--- src/rtl/keccak_pkg.sv ---
// Shared Keccak slice geometry and theta FSM state type, reused by the theta and rho/pi stages.
package keccak_pkg;

  localparam int unsigned SLICE_W    = 25;
  localparam int unsigned NUM_SLICES = 64;
  localparam int unsigned ADDR_W     = 6;
  localparam int unsigned LANES_X    = 5;
  localparam int unsigned LANES_Y    = 5;

  typedef enum logic [1:0] {
    IDLE,
    LOAD,
    EMIT,
    DONE
  } theta_state_t;

  function automatic int unsigned bit_idx(input int unsigned x, input int unsigned y);
    return LANES_X * y + x;
  endfunction

endpackage

--- src/rtl/slice_col_parity.sv ---
// Combinational column parity of one 25-bit Keccak slice: o_parity[x] = XOR over y of bit (x,y).
module slice_col_parity
  import keccak_pkg::*;
(
  input  logic [SLICE_W-1:0] i_slice,
  output logic [LANES_X-1:0] o_parity
);

  for (genvar x = 0; x < LANES_X; x++) begin : g_col
    assign o_parity[x] = i_slice[bit_idx(x, 0)] ^ i_slice[bit_idx(x, 1)] ^
                         i_slice[bit_idx(x, 2)] ^ i_slice[bit_idx(x, 3)] ^
                         i_slice[bit_idx(x, 4)];
  end

endmodule

--- src/rtl/theta_slice_stage.sv ---
// Keccak theta stage: loads 64 slices with their column parities, then streams theta output.
// Define THETA_PARITY_PORT_EN to expose the stored column parity of the emitted slice.
module theta_slice_stage
  import keccak_pkg::*;
(
  input  logic               clk,
  input  logic               rst,
  input  logic               start,
  output logic [ADDR_W-1:0]  line_index,
  input  logic [SLICE_W-1:0] data_in,
  output logic               out_valid,
  input  logic               out_ready,
  output logic [ADDR_W-1:0]  out_index,
  output logic [SLICE_W-1:0] out_data,
`ifdef THETA_PARITY_PORT_EN
  output logic [LANES_X-1:0] parity_out,
`endif
  output logic               busy,
  output logic               done
);

  localparam logic [ADDR_W-1:0] LastZ = ADDR_W'(NUM_SLICES - 1);

  theta_state_t       r_state, w_state_next;
  logic [ADDR_W-1:0]  r_cnt, w_cnt_next;
  logic [SLICE_W-1:0] r_buf [NUM_SLICES];
  logic [LANES_X-1:0] r_par [NUM_SLICES];

  logic               w_load_we;
  logic [LANES_X-1:0] w_par_in;
  logic [ADDR_W-1:0]  w_zm1;
  logic [SLICE_W-1:0] w_slice;
  logic [LANES_X-1:0] w_par_z, w_par_zm1, w_d;
  logic [SLICE_W-1:0] w_theta;

  slice_col_parity u_col_parity (
    .i_slice  (data_in),
    .o_parity (w_par_in)
  );

  always_ff @(posedge clk or posedge rst) begin
    if (rst) begin
      r_state <= IDLE;
      r_cnt   <= '0;
    end else begin
      r_state <= w_state_next;
      r_cnt   <= w_cnt_next;
    end
  end

  // Slice and parity storage needs no reset; it is fully rewritten by every LOAD.
  always_ff @(posedge clk) begin
    if (w_load_we) begin
      r_buf[r_cnt] <= data_in;
      r_par[r_cnt] <= w_par_in;
    end
  end

  always_comb begin
    w_state_next = r_state;
    w_cnt_next   = r_cnt;
    w_load_we    = 1'b0;
    busy         = 1'b0;
    done         = 1'b0;
    out_valid    = 1'b0;
    unique case (r_state)
      IDLE: begin
        if (start) w_state_next = LOAD;
      end
      LOAD: begin
        busy       = 1'b1;
        w_load_we  = 1'b1;
        w_cnt_next = r_cnt + 1'b1;
        if (r_cnt == LastZ) w_state_next = EMIT;
      end
      EMIT: begin
        busy      = 1'b1;
        out_valid = 1'b1;
        if (out_ready) begin
          w_cnt_next = r_cnt + 1'b1;
          if (r_cnt == LastZ) w_state_next = DONE;
        end
      end
      DONE: begin
        done         = 1'b1;
        w_state_next = IDLE;
      end
      default: w_state_next = IDLE;
    endcase
  end

  // Counter wraps naturally, so z=0 picks up the parity of slice 63.
  assign w_zm1     = r_cnt - 1'b1;
  assign w_slice   = r_buf[r_cnt];
  assign w_par_z   = r_par[r_cnt];
  assign w_par_zm1 = r_par[w_zm1];

  for (genvar x = 0; x < LANES_X; x++) begin : g_d
    assign w_d[x] = w_par_z[(x + LANES_X - 1) % LANES_X] ^ w_par_zm1[(x + 1) % LANES_X];
    for (genvar y = 0; y < LANES_Y; y++) begin : g_y
      assign w_theta[bit_idx(x, y)] = w_slice[bit_idx(x, y)] ^ w_d[x];
    end
  end

  // Outputs derive from the held counter and static buffers, so they stay stable under stall.
  assign line_index = r_cnt;
  assign out_index  = out_valid ? r_cnt : '0;
  assign out_data   = out_valid ? w_theta : '0;

`ifdef THETA_PARITY_PORT_EN
  assign parity_out = out_valid ? w_par_z : '0;
`endif

endmodule

--- config.mk ---
export PLATFORM = sky130hd
export DESIGN_NAME = theta_slice_stage
export DESIGN_NICKNAME = d
export VERILOG_FILES = /design/src/rtl/keccak_pkg.sv /design/src/rtl/slice_col_parity.sv /design/src/rtl/theta_slice_stage.sv
export SDC_FILE = /design/constraint.sdc
export NUM_CORES = 2
export LEC_CHECK = 0
export ABC_AREA = 1
export ABC_CLOCK_PERIOD_IN_PS = 4400
export CORE_UTILIZATION = 46
export DETAILED_ROUTE_END_ITERATION = 10
export PLACE_DENSITY = 0.64
export SYNTH_ARGS = -nofsm -noshare
export SYNTH_HDL_FRONTEND = slang
export SYNTH_HIERARCHICAL = 1
export SYNTH_SLANG_ARGS = --single-unit
export TNS_END_PERCENT = 5
--- constraint.sdc ---
create_clock -name clk -period 4.4 [get_ports clk]
set_input_delay 0.66 -clock clk [delete_from_list [all_inputs] [get_ports clk]]
set_output_delay 0.66 -clock clk [all_outputs]
set_load 0.005 [all_outputs]
==> out/metrics.csv <==
stage,metric,value,unit
outcome,status,"complete, but fails checks",
outcome,violations,setup timing,
floorplan,rows,153,
timing,worstMarginPinSlew,1.01,ns
global_route,antenna_found_initial,2,
timing,finalSetupViolCount,16,
clock_tree,htree_levels,4,
hold_path,hp-class,input port to register,
yosys,synth_largest_area_cell,edfxtp_1,
detailed_routing,vias_per_cell,5.88,
timing,fmax,0.212,GHz
timing,setup_ws,-0.321,ns
floorplan,io-pin-count,69,
detailed_routing,drt_iter0_drc,9268,
yosys,synth-edff-count,1920,
cells_and_area,final_util,54.4,%
yosys,ys_ff_latch,1928,
critical_path,cp_max_fo,10,
placed_design,gp_congestion,0.890,
critical_path,reg2reg_from,line_index[2]$_DFFE_PP0P_,
global_route,grt_pass1_vias,54500,
placed_design,post-place-ws,0.232,ns
critical_path,crit_path_start_kind,register,
floorplan,fp.coreArea,174000,um2
yosys,yosysMostFrequentCell,nand2_1,
yosys,synthArstFlopShare,0.415,%
critical_path,endpoint_kind,primary output,
global_route,grt_use_total,29.8,%
critical_path,path_cells,buf_12 -> bufbuf_16 -> nand3_4 -> inv_1 -> buf_4 -> nand2_1 -> nand2_1 -> nor2_2 -> nand2_1 -> nand2_1 -> nand2_1 -> nor2_1 -> nand2_1 -> nand3_1 -> nand2_1 -> nor2_2 -> buf_4 -> clkdlybuf4s50_1,
clock_tree,cts_root_buffer,clkbuf_16,
job,maxCapViolCount,0,
critical_path,setup.worst_path.class,register to primary output,
detailed_routing,final_antenna_net_count,0,
cells_and_area,multiInputGateArea,21900,um2
timing,fin_crit,4.72,ns
clock_tree,hold_buffers,0,
yosys,syn-num-nets,7432,
timing,slew_headroom,32.5,%
critical_path,worst_r2r_path_depth,9,
detailed_routing,drc_errors,0,
power,leakagePower,35.3,nW
yosys,synth_top_area_share,71.4,%
placed_design,place_hpwl,147000,um
floorplan,die_w,421,um
global_route,grt_max_degree,105,
critical_path,crit_start,line_index[0]$_DFFE_PP0P_,
floorplan,die_area,177000,um2
power,ir_drop,742,uV
yosys,yosys_most_used_dff,edfxtp_1,
cells_and_area,nFillCells,14400,
yosys,yosys-top-cells-count,"2,611 x nand2_1, 1,920 x edfxtp_1, 1,149 x nor2_1",
placed_design,post-place-cells,9637,
detailed_routing,wl,275000,um
critical_path,critPathTopFamily,buffers and inverters,
detailed_routing,firstDrtPassIters,6,
placed_design,io_buffer_count,68,
critical_path,cp.required,3.74,ns
cells_and_area,stdcell_count,10100,
hold_path,hold_depth,1,
cells_and_area,nets,7641,
critical_path,slowest_delay,0.51,ns
critical_path,worstPathBufferInverterCount,6,
yosys,avgSynthCellArea,10.9,um2
clock_tree,cts_buffer_depth,3,
clock_tree,numCtsBuffers,191,
cells_and_area,syn_to_final_growth,17.3,%
yosys,synth.cell_area,80800,um2
clock_tree,insertion_delay,0.85,ns
timing,slew_violations,0,
yosys,synth_area_leaders,"edfxtp_1 71%, nand2_1 12%, nor2_1 5.3%, nand3_1 2.2%, o21ai_0 2.0%",
yosys,synthCells,7397,
cells_and_area,ff_latch_area,57900,um2
clock_tree,numClockSinks,1928,
cells_and_area,drive_gt1_share,11.6,%
clock_tree,cts_tree,built,
detailed_routing,wire_per_inst,27.2,um
timing,clock_skew,0.0268,ns
floorplan,initial_core_util,46.4,%
timing,grt_setup_unrepaired,yes,
yosys,synth_warnings,6,
timing,min_period_over_period,107,%
hold_path,hold_start,data_in[17],
critical_path,cp_slowest_cell,dfrtp_4,
clock_tree,path_clk_slew,0.06,ns
critical_path,worstPathArrival,4.06,ns
global_route,overflow,0,
global_route,grt_pass1_wl,383000,um
critical_path,r2r-end,r_buf[3][6]$_DFFE_PP_,
critical_path,r2r_slack,0.60,ns
yosys,synth_cell_types,29,
floorplan,die_h,421,um
detailed_routing,routed-via-count,59300,
critical_path,crit_top_cell,nand2_1,
power,p_per_area,698,nW/um2
timing,hold_violations,0,
yosys,seq_area_frac_synth,71.6,%
hold_path,holdPathEnd,r_buf[8][17]$_DFFE_PP_,
timing,whs,0.249,ns
## worst reg2reg max path, stage by stage, from the launching register on
cell	delay, ns
dfrtp_4	0.55
inv_6	0.10
buf_4	0.34
nand3_4	0.23
inv_1	0.14
buf_4	0.24
nand2_1	0.40
buf_4	0.34
nor2_4	0.72
buf_4	0.40
## registers in the layout, indices dropped and copies added (netlist names)
signal      flops
r_par         320
line_index      6
r_buf        1600
r_state         2
## layer usage
layer	vias up	GRT usage [%]	routed length, um
met4	2	17.2	16900
met3	690	5.65	33000
li1	25800	-	-
met5	-	0	13
met2	4006	45.2	123000
met1	28800	40.1	101000
## layout make-up
class / count / share of cell area (%)
clock inverter: 96 / 0.837
sequential: 1928 / 61.1
clock buffer: 251 / 5.35
multi-input combinational: 4979 / 23.1
tap: 2325 / 3.07
inverter: 72 / 0.331
timing repair inverter: 2 / 0.0185
timing repair buffer: 432 / 6.19
antenna: 3 / 0.00792
## stage by stage
stage	power [mW]	TNS, ns	area, um2
global route	68.7	-5.72	94800
floorplan	35.5	0	80800
detailed placement	45.6	0	85900
global placement	45.5	0	85900
finish	66.2	-3.97	94800
CTS	64.1	-6.20	93700
## cell usage in the layout, fill, tap and decap left out, drive strengths merged
| cell | netlist | layout |
|---|---|---|
| clkdlybuf4s15 | 0 | 1 |
| buf | 291 | 357 |
| nor3 | 8 | 8 |
| bufinv | 0 | 10 |
| o22ai | 210 | 210 |
| o21ai | 460 | 460 |
| clkdlybuf4s50 | 0 | 32 |
| diode | 0 | 3 |
| ha | 6 | 6 |
| nand4 | 34 | 34 |
| dlymetal6s2s | 0 | 5 |
| a21oi | 103 | 103 |
| edfxtp | 1920 | 1920 |
| dlygate4sd2 | 0 | 2 |
| xor2 | 11 | 11 |
| nand2 | 2620 | 2620 |
| nor2 | 1151 | 1151 |
| dfrtp | 8 | 8 |
| or2 | 7 | 7 |
| inv | 71 | 80 |
| bufbuf | 0 | 15 |
| clkinvlp | 0 | 4 |
| clkbuf | 127 | 271 |
| clkinv | 1 | 76 |
| nand3 | 360 | 360 |
| nand3b | 3 | 3 |
| a22oi | 6 | 6 |
## how the worst max path moves through the flow
| stage | depth (start not counted) | slack, ns | to |
|---|---|---|---|
| 3_5_place_dp | 12 | 0.23 | out_data[21] |
| 2_1_floorplan | 7 | 0.42 | r_buf[56][0]$_DFFE_PP_ |
| 3_3_place_gp | 14 | 0.17 | out_data[21] |
| 6_report | 18 | -0.32 | out_data[22] |
| 4_1_cts | 16 | -0.33 | out_data[15] |
| 5_1_grt | 21 | -0.40 | out_data[22] |
## kinds of logic after synthesis
group	synth area share, %
adders and majority gates	0.0929
and+or+nand+nor	20.2
xor gates and xnor gates	0.119
DFF	71.6
AOI/OAI and AO/OA	5.18
buffers and inverters	2.75
## power breakdown
| group | internal (mW) | switching, mW |
|---|---|---|
| clock | 8.68 | 6.95 |
| sequential | 20.7 | 0.170 |
| combinational | 9.84 | 19.8 |
| total | 39.2 | 27.0 |
## repair_timing
action | in CTS | in global routing
pin swaps | 10 | 30
endpoints found under the hold margin | 0 | 0
resized for setup | 144 | 148
cloned | 34 | 21
buffers inserted | 24 | 23
setup endpoints to repair | 25 | 25
(Power assumes the default switching activity.)
